**src/rtl/board_io_arbiter.sv**
```systemverilog
// board_io_arbiter: shares SW/KEY/LEDR between two Avalon-style masters with round-robin arbitration
module board_io_arbiter #(
  parameter int DEBOUNCE_CYCLES = 4
) (
  input  logic        clk,
  input  logic        reset,
  input  logic [7:0]  SW,
  input  logic [3:0]  KEY,
  output logic [7:0]  LEDR,
  input  logic        req0_read,
  input  logic        req0_write,
  input  logic        req0_addr,
  input  logic [7:0]  req0_wdata,
  output logic [31:0] req0_rdata,
  output logic        req0_waitrequest,
  input  logic        req1_read,
  input  logic        req1_write,
  input  logic        req1_addr,
  input  logic [7:0]  req1_wdata,
  output logic [31:0] req1_rdata,
  output logic        req1_waitrequest
);
  localparam int CW = $clog2(DEBOUNCE_CYCLES + 1);
  localparam logic [CW-1:0] LAST = CW'(DEBOUNCE_CYCLES - 1);
  typedef enum logic [1:0] {IDLE, GRANT0, GRANT1} state_t;
  state_t state, next_state;
  logic [7:0] sw_s1, sw_sync;
  logic [3:0] key_s1, key_sync, key_stable, key_event;
  logic [3:0][CW-1:0] cnt;
  logic [3:0] settle, press, clr;
  logic r0, r1, g0, g1, ptr;
  // Arbitration, debounce settle detection and event-clear mask
  always_comb begin
    r0 = req0_read | req0_write;
    r1 = req1_read | req1_write;
    g0 = state == GRANT0;
    g1 = state == GRANT1;
    next_state = state != IDLE ? IDLE : (r0 && (!r1 || !ptr)) ? GRANT0 : r1 ? GRANT1 : IDLE;
    clr = (g0 && req0_read && req0_addr) ? req0_rdata[3:0] :
          (g1 && req1_read && req1_addr) ? req1_rdata[3:0] : 4'b0;
    settle = '0;
    for (int i = 0; i < 4; i++) settle[i] = (key_sync[i] != key_stable[i]) && (cnt[i] == LAST);
    press = settle & key_stable;
  end
  // Pin synchronizers, KEY debounce and sticky press events (a set beats a clear)
  always_ff @(posedge clk) begin
    if (reset) begin
      sw_s1 <= '0;
      sw_sync <= '0;
      key_s1 <= '1;
      key_sync <= '1;
      key_stable <= '1;
      cnt <= '0;
      key_event <= '0;
    end else begin
      sw_s1 <= SW;
      sw_sync <= sw_s1;
      key_s1 <= KEY;
      key_sync <= key_s1;
      for (int i = 0; i < 4; i++)
        cnt[i] <= (key_sync[i] == key_stable[i] || settle[i]) ? '0 : cnt[i] + CW'(1);
      key_stable <= (key_stable & ~settle) | (key_sync & settle);
      key_event <= (key_event & ~clr) | press;
    end
  end
  // FSM state register
  always_ff @(posedge clk) begin
    if (reset) state <= IDLE;
    else state <= next_state;
  end
  // Registered bus outputs, LED register and round-robin pointer
  always_ff @(posedge clk) begin
    if (reset) begin
      ptr <= 1'b0;
      LEDR <= '0;
      req0_rdata <= '0;
      req1_rdata <= '0;
      req0_waitrequest <= 1'b1;
      req1_waitrequest <= 1'b1;
    end else begin
      ptr <= g0 ? 1'b1 : g1 ? 1'b0 : ptr;
      LEDR <= (g0 && req0_write) ? req0_wdata : (g1 && req1_write) ? req1_wdata : LEDR;
      if (next_state == GRANT0) req0_rdata <= req0_addr ? {28'b0, key_event} : {24'b0, sw_sync};
      if (next_state == GRANT1) req1_rdata <= req1_addr ? {28'b0, key_event} : {24'b0, sw_sync};
      req0_waitrequest <= next_state != GRANT0;
      req1_waitrequest <= next_state != GRANT1;
    end
  end
endmodule
```
**config.mk**
```make
export PLATFORM = sky130hd
export DESIGN_NAME = board_io_arbiter
export DESIGN_NICKNAME = d
export VERILOG_FILES = /design/src/rtl/board_io_arbiter.sv
export SDC_FILE = /design/constraint.sdc
export NUM_CORES = 1
export LEC_CHECK = 0
export ABC_AREA = 1
export CORE_MARGIN = 2
export CORE_UTILIZATION = 40
export CTS_BUF_LIST = sky130_fd_sc_hd__clkbuf_16
export CTS_CLUSTER_SIZE = 14
export DETAILED_ROUTE_END_ITERATION = 16
export PLACE_DENSITY = 0.72
export SLEW_MARGIN = 0
export SYNTH_ARGS = -nofsm -noshare
export SYNTH_HDL_FRONTEND = slang
export SYNTH_SLANG_ARGS = --single-unit
```
**constraint.sdc**
```tcl
create_clock -name clk -period 2.1 [get_ports clk]
set_input_delay 0.525 -clock clk [delete_from_list [all_inputs] [get_ports clk]]
set_output_delay 0.525 -clock clk [all_outputs]
set_load 0.005 [all_outputs]
```
==> out/results.txt, run 1 <==
setup TNS: 0 ns
total wire length: 5904 um
Worst R2R Path Depth: 7
DR vias: 2444
crit start category: register
Vias/cell: 4.250
initial DRC count: 60
delay-heaviest family, CP: buffers and inverters
Final period util: 83.12%
Core Rows: 32
Final ANT Viol Nets: 0
status: completed
Post-Synthesis Cells: 403
number of global-route vias before repair: 2157
pin count of the biggest net entering global routing: 38
share of cells above drive strength 1: 6.977%
worst hold path class: register to register
Cell variety after synth: 25
leakage power total: 0.001795 uW
Critical Path Max Stage Delay: 0.54 ns
clock latency on the worst-skew pair: 0.33 ns
fmax: 572.9 MHz
peak supply drop: 427.0 uV
critical path depth: 1
DR WL/cell: 10.27 um
Setup Crit Path Kind: register to primary output
final setup fails: 0
Die Area: 8759 um^2
Total GRT Usage: 14.58%
Clock Root Buffer: clkbuf_16
die height: 93.59 um
Resize count post-CTS: 0
dpl ws: 0.1953 ns
RSZ-0062 raised after global routing: no
clock period minus worst slack: 1.745 ns
maxcap violations: 0
post-synthesis sequential area ratio: 45.52%
Netlist Area Pre-Place: 3211 um^2
Hold Fails Final Rpt: 0
Hold Path Stages: 2
Port-buffer cells: 61
diode count: 0
H-tree levels: 3
# IOs: 110
Post-Layout Inst Area: 4025 um^2
syn avg cell area: 7.967 um^2
initial antenna violation count: 0
Initial Util: 41.33%
CTS tree: done
hold buffers post-CTS: 0
CP Cell Sequence: clkdlybuf4s50_1
Placeable Area: 7767 um^2
multi-input logic area: 1280 um^2
Power Dens Cells: 783.9 nW/um^2
area occupied by registers: 1461 um^2
Sink Count: 73
nets: 515
gpl congestion: 0.8517
clock buffer depth: 2
placed inst area: 3762 um^2
DPL Wire Length: 4515 um
Fill cells: 715
Bufs and invs on worst path: 1
Setup Fix Bufs, Post-CTS: 0
worst endpoint data arrival time: 1.22 ns
setup ws final: 0.3546 ns
Worst-path clk slew: 0.05 ns
Seq cells post-synth: 73
Crit-path slowest cell: clkdlybuf4s50_1
DR pass1 iterations: 4
Layout area overhead: 25.37%
Max Clock Skew: 0.005027 ns
synth warn: 0
Residual DRC: 0
critical path required time: 1.57 ns
fin. max-slew vios: 0
total CTS buffers: 9
Die W: 93.59 um
crit-path max FO: 3
endpoint type of the worst setup path: primary output
global route overflow: 0
Finished Core Util: 51.82%
global-route wire length before repair: 9777 um
==> layout by cell type, fill, tap and decap left out, types with 4 or more instances in the layout <==
cell type	n
nor2_1	45
clkdlybuf4s50_1	61
ha_1	11
buf_4	4
nand4_1	10
clkbuf_16	9
o21ai_0	22
or2_2	8
inv_1	61
nand2_1	53
a21oi_1	12
conb_1	48
nand3_1	31
o211ai_1	4
dfxtp_1	73
==> final timing paths <==
kind	from	endpoint	slack (ns)
worst max-delay path	req0_rdata[3]	req0_rdata[3]	0.35
worst min-delay path	sw_s1[5]	sw_sync[5]	0.40
worst max register to register	state[1]	LEDR[2]	0.53
worst min register to register	sw_s1[5]	sw_sync[5]	0.40
==> where the power goes <==
| group | switching, uW | total, uW | internal [uW] |
|---|---|---|---|
| Combinational | 195 | 361 | 166 |
| Sequential | 24.4 | 1470 | 1440 |
| Clock | 545 | 1330 | 782 |
==> kinds of logic after synthesis <==
kind of cell	count (synthesis)	synth area share, %
AO/OA/AOI/OAI	42	7.366
XOR/XNOR	3	0.8185
adder cells (fa/ha/maj)	11	4.287
buffers and inverters	121	20.11
flip-flops	73	45.52
other	1	0.1168
AND/OR/NAND/NOR	152	21.79
==> flip-flops by register name, indices dropped and copies added, names as in the netlist, named ones only <==
register,flops
LEDR,8
sw_s1,8
cnt,12
key_event,4
req0_rdata,8
req1_rdata,8
key_sync,4
req0_waitrequest,1
ptr,1
state,2
req1_waitrequest,1
key_s1,4
sw_sync,8
==> layer usage <==
layer | GRT usage [%] | vias to the layer above | share of wire (%)
met5 | 0 | - | 0
met1 | 17.95 | 1060 | 44
met4 | 8.333 | 0 | 2.8
li1 | - | 1291 | -
met2 | 22.78 | 81 | 47
met3 | 4.190 | 12 | 5.9
==> stage by stage <==
step / power [uW] / hold WS [ns] / std cells
6_report: 3155 / 0.3995 / 575
5_1_grt: 3310 / 0.4266 / 575
4_1_cts: 3193 / 0.4004 / 575
3_5_place_dp: 1858 / 0.3925 / 559
3_3_place_gp: 1848 / 0.3911 / 559
2_1_floorplan: 1756 / 0.3883 / 450
==> layout make-up <==
type | count | share of cell area, %
clock buffers | 9 | 5.595
clock inverters | 7 | 0.9325
inverters | 62 | 5.782
multi-input cells | 256 | 31.80
flip-flops and latches | 73 | 36.31
well taps | 102 | 3.171
repair buffers | 66 | 16.41
==> Yosys cell counts <==
cell	number	area, um^2
a21oi_1	12	60.06
a31oi_1	2	12.51
buf_2	6	30.03
buf_4	49	367.9
clkbuf_1	4	15.01
clkinv_1	1	3.750
conb_1	1	3.750
dfxtp_1	73	1461
ha_1	11	137.6
inv_1	61	229.0
nand2_1	53	198.9
nand2_2	1	6.260
nand2_4	1	11.26
nand3_1	31	155.2
nand3_4	1	17.52
nand4_1	10	62.56
nor2_1	45	168.9
nor2_8	1	20.02
o211ai_1	4	30.03
o21a_1	1	7.510
o21ai_0	22	110.1
o21ai_4	1	16.27
or2_2	8	50.05
or2_4	1	8.760
xor2_1	3	26.28
(Power assumes the default switching activity.)
==> run 2, diff against run 1 <==
clock period = 1.7 ns   (was 2.1 ns; I/O delays follow)
==> run 2 against run 1 <==
Effect of this change:
- cell count is 0.87% higher
- via count is 2.1% higher
- sequential power is 23% higher
- non-clock buffer count is 5 higher
- global-route usage rose by 0.37 points
- sequential share of layout area shrank 0.58 points
- flip-flop and latch count stayed put
- largest cell class unchanged
- critical path depth stayed put
- routed wire length rose by 2.0%
- first-iteration DRC count is 23% higher
==> out/results.txt, run 2 (same netlist as run 1, synthesis figures left out) <==
status: completed
crit start category: register
Max Clock Skew: 0.003915 ns
commonest non-fill, non-tap cell in the layout: dfxtp_1
clock period minus worst slack: 1.651 ns
total CTS buffers: 9
initial DRC count: 74
initial antenna violation count: 0
RSZ-0062 raised after global routing: no
worst hold path class: register to register
most frequent cells in the layout: dfxtp_1 (72), inv_1 (64), clkdlybuf4s50_1 (61)
Post-Layout Inst Area: 4094 um^2
Setup Fix Bufs, Post-CTS: 0
total wire length: 6022 um
critical hold path startpoint: sw_s1[5]
crit-path max FO: 3
final setup fails: 0
CTS tree: done
Power Dens Cells: 986.9 nW/um^2
DPL Wire Length: 4561 um
critical path required time: 1.27 ns
number of global-route vias before repair: 2297
peak supply drop: 468.9 uV
Final period util: 97.14%
Tot Pwr: 4040 uW
Crit-path slowest cell: clkdlybuf4s50_1
Critical Path Max Stage Delay: 0.53 ns
die height: 93.59 um
Core Rows: 32
Clock Root Buffer: clkbuf_16
Layout area overhead: 27.51%
DR WL/cell: 10.38 um
Vias/cell: 4.302
fin. max-slew vios: 0
wire length on met1: 2618 um
delay-heaviest family, CP: buffers and inverters
Worst-path clk slew: 0.05 ns
diode count: 0
Bufs and invs on worst path: 1
Final ANT Viol Nets: 0
Initial Util: 41.33%
Met3 Wirelength: 413 um
Placeable Area: 7767 um^2
Total GRT Usage: 14.95%
placed inst area: 3812 um^2
Port-buffer cells: 61
worst endpoint data arrival time: 1.23 ns
gpl congestion: 0.8584
Top Metal Used: met4
global-route wire length before repair: 10140 um
Largest Register: cnt
R2R Path Start: state[0]
hold buffers post-CTS: 0
max FFs per register: 12
share of cells above drive strength 1: 7.741%
clock latency on the worst-skew pair: 0.33 ns
nets: 520
global route overflow: 0
pin count of the biggest net entering global routing: 38
fmax: 605.6 MHz
clock buffer depth: 2
Die Area: 8759 um^2
setup TNS: 0 ns
maxcap violations: 0
area occupied by registers: 1463 um^2
multi-input logic area: 1280 um^2
endpoint type of the worst setup path: primary output
CP Cell Sequence: clkdlybuf4s50_1
Sink Count: 73
DR pass1 iterations: 4
DR WL met2: 2857 um
Setup Crit Path Kind: register to primary output
Fill cells: 729
Hold Fails Final Rpt: 0
Residual DRC: 0
Die W: 93.59 um
H-tree levels: 3
DR vias: 2495
CP startpoint: req0_rdata[3]
leakage power total: 0.001847 uW
# IOs: 110
==> run 2: area by class of cell <==
class                      count  share of cell area (%)
clock buffer                   9                   5.501
clock inverter                 7                   1.345
inverter                      62                   5.685
multi-input combinational    256                   31.27
sequential                    73                   35.73
tap                          102                   3.117
timing repair buffer          71                   17.36
==> run 2: per-stage QoR <==
step                setup WS, ns  hold slack (ns)  util, %  std cells
finish                   0.04864           0.3952    52.71        580
global route            0.006465           0.4215    52.71        580
CTS                      0.02584           0.4025    52.69        580
detailed placement      -0.06930           0.3923    49.08        564
global placement        -0.05491           0.3915    49.08        564
floorplan                 0.5045           0.3883        -        450
==> run 2: timing repair <==
item | CTS | global route
setup endpoints to repair | 0 | 1
gates resized for setup | 0 | 1
endpoints found under the hold margin | 0 | 0
==> run 2: final timing paths <==
check                       end  slack [ns]  depth (start not counted)
setup / recovery  req0_rdata[3]        0.05                          1
hold reg to reg      sw_sync[5]        0.40                          2
setup reg to reg        LEDR[7]        0.25                          7
hold / removal       sw_sync[5]        0.40                          2
==> run 2: metal layers <==
metal,vias up,track usage [%]
li1,1303,-
met5,-,0
met1,1099,18.03
met4,0,7.126
met2,82,24.52
met3,11,4.271
==> run 2: worst min-delay path, stage by stage, from the launching register on <==
cell	delay [ns]
dfxtp_1	0.29
inv_1	0.04
nor2_1	0.03
==> run 2: power breakdown <==
part | internal [uW] | switching, uW
clock network | 1110 | 656
logic | 219 | 245
registers | 1780 | 31.1
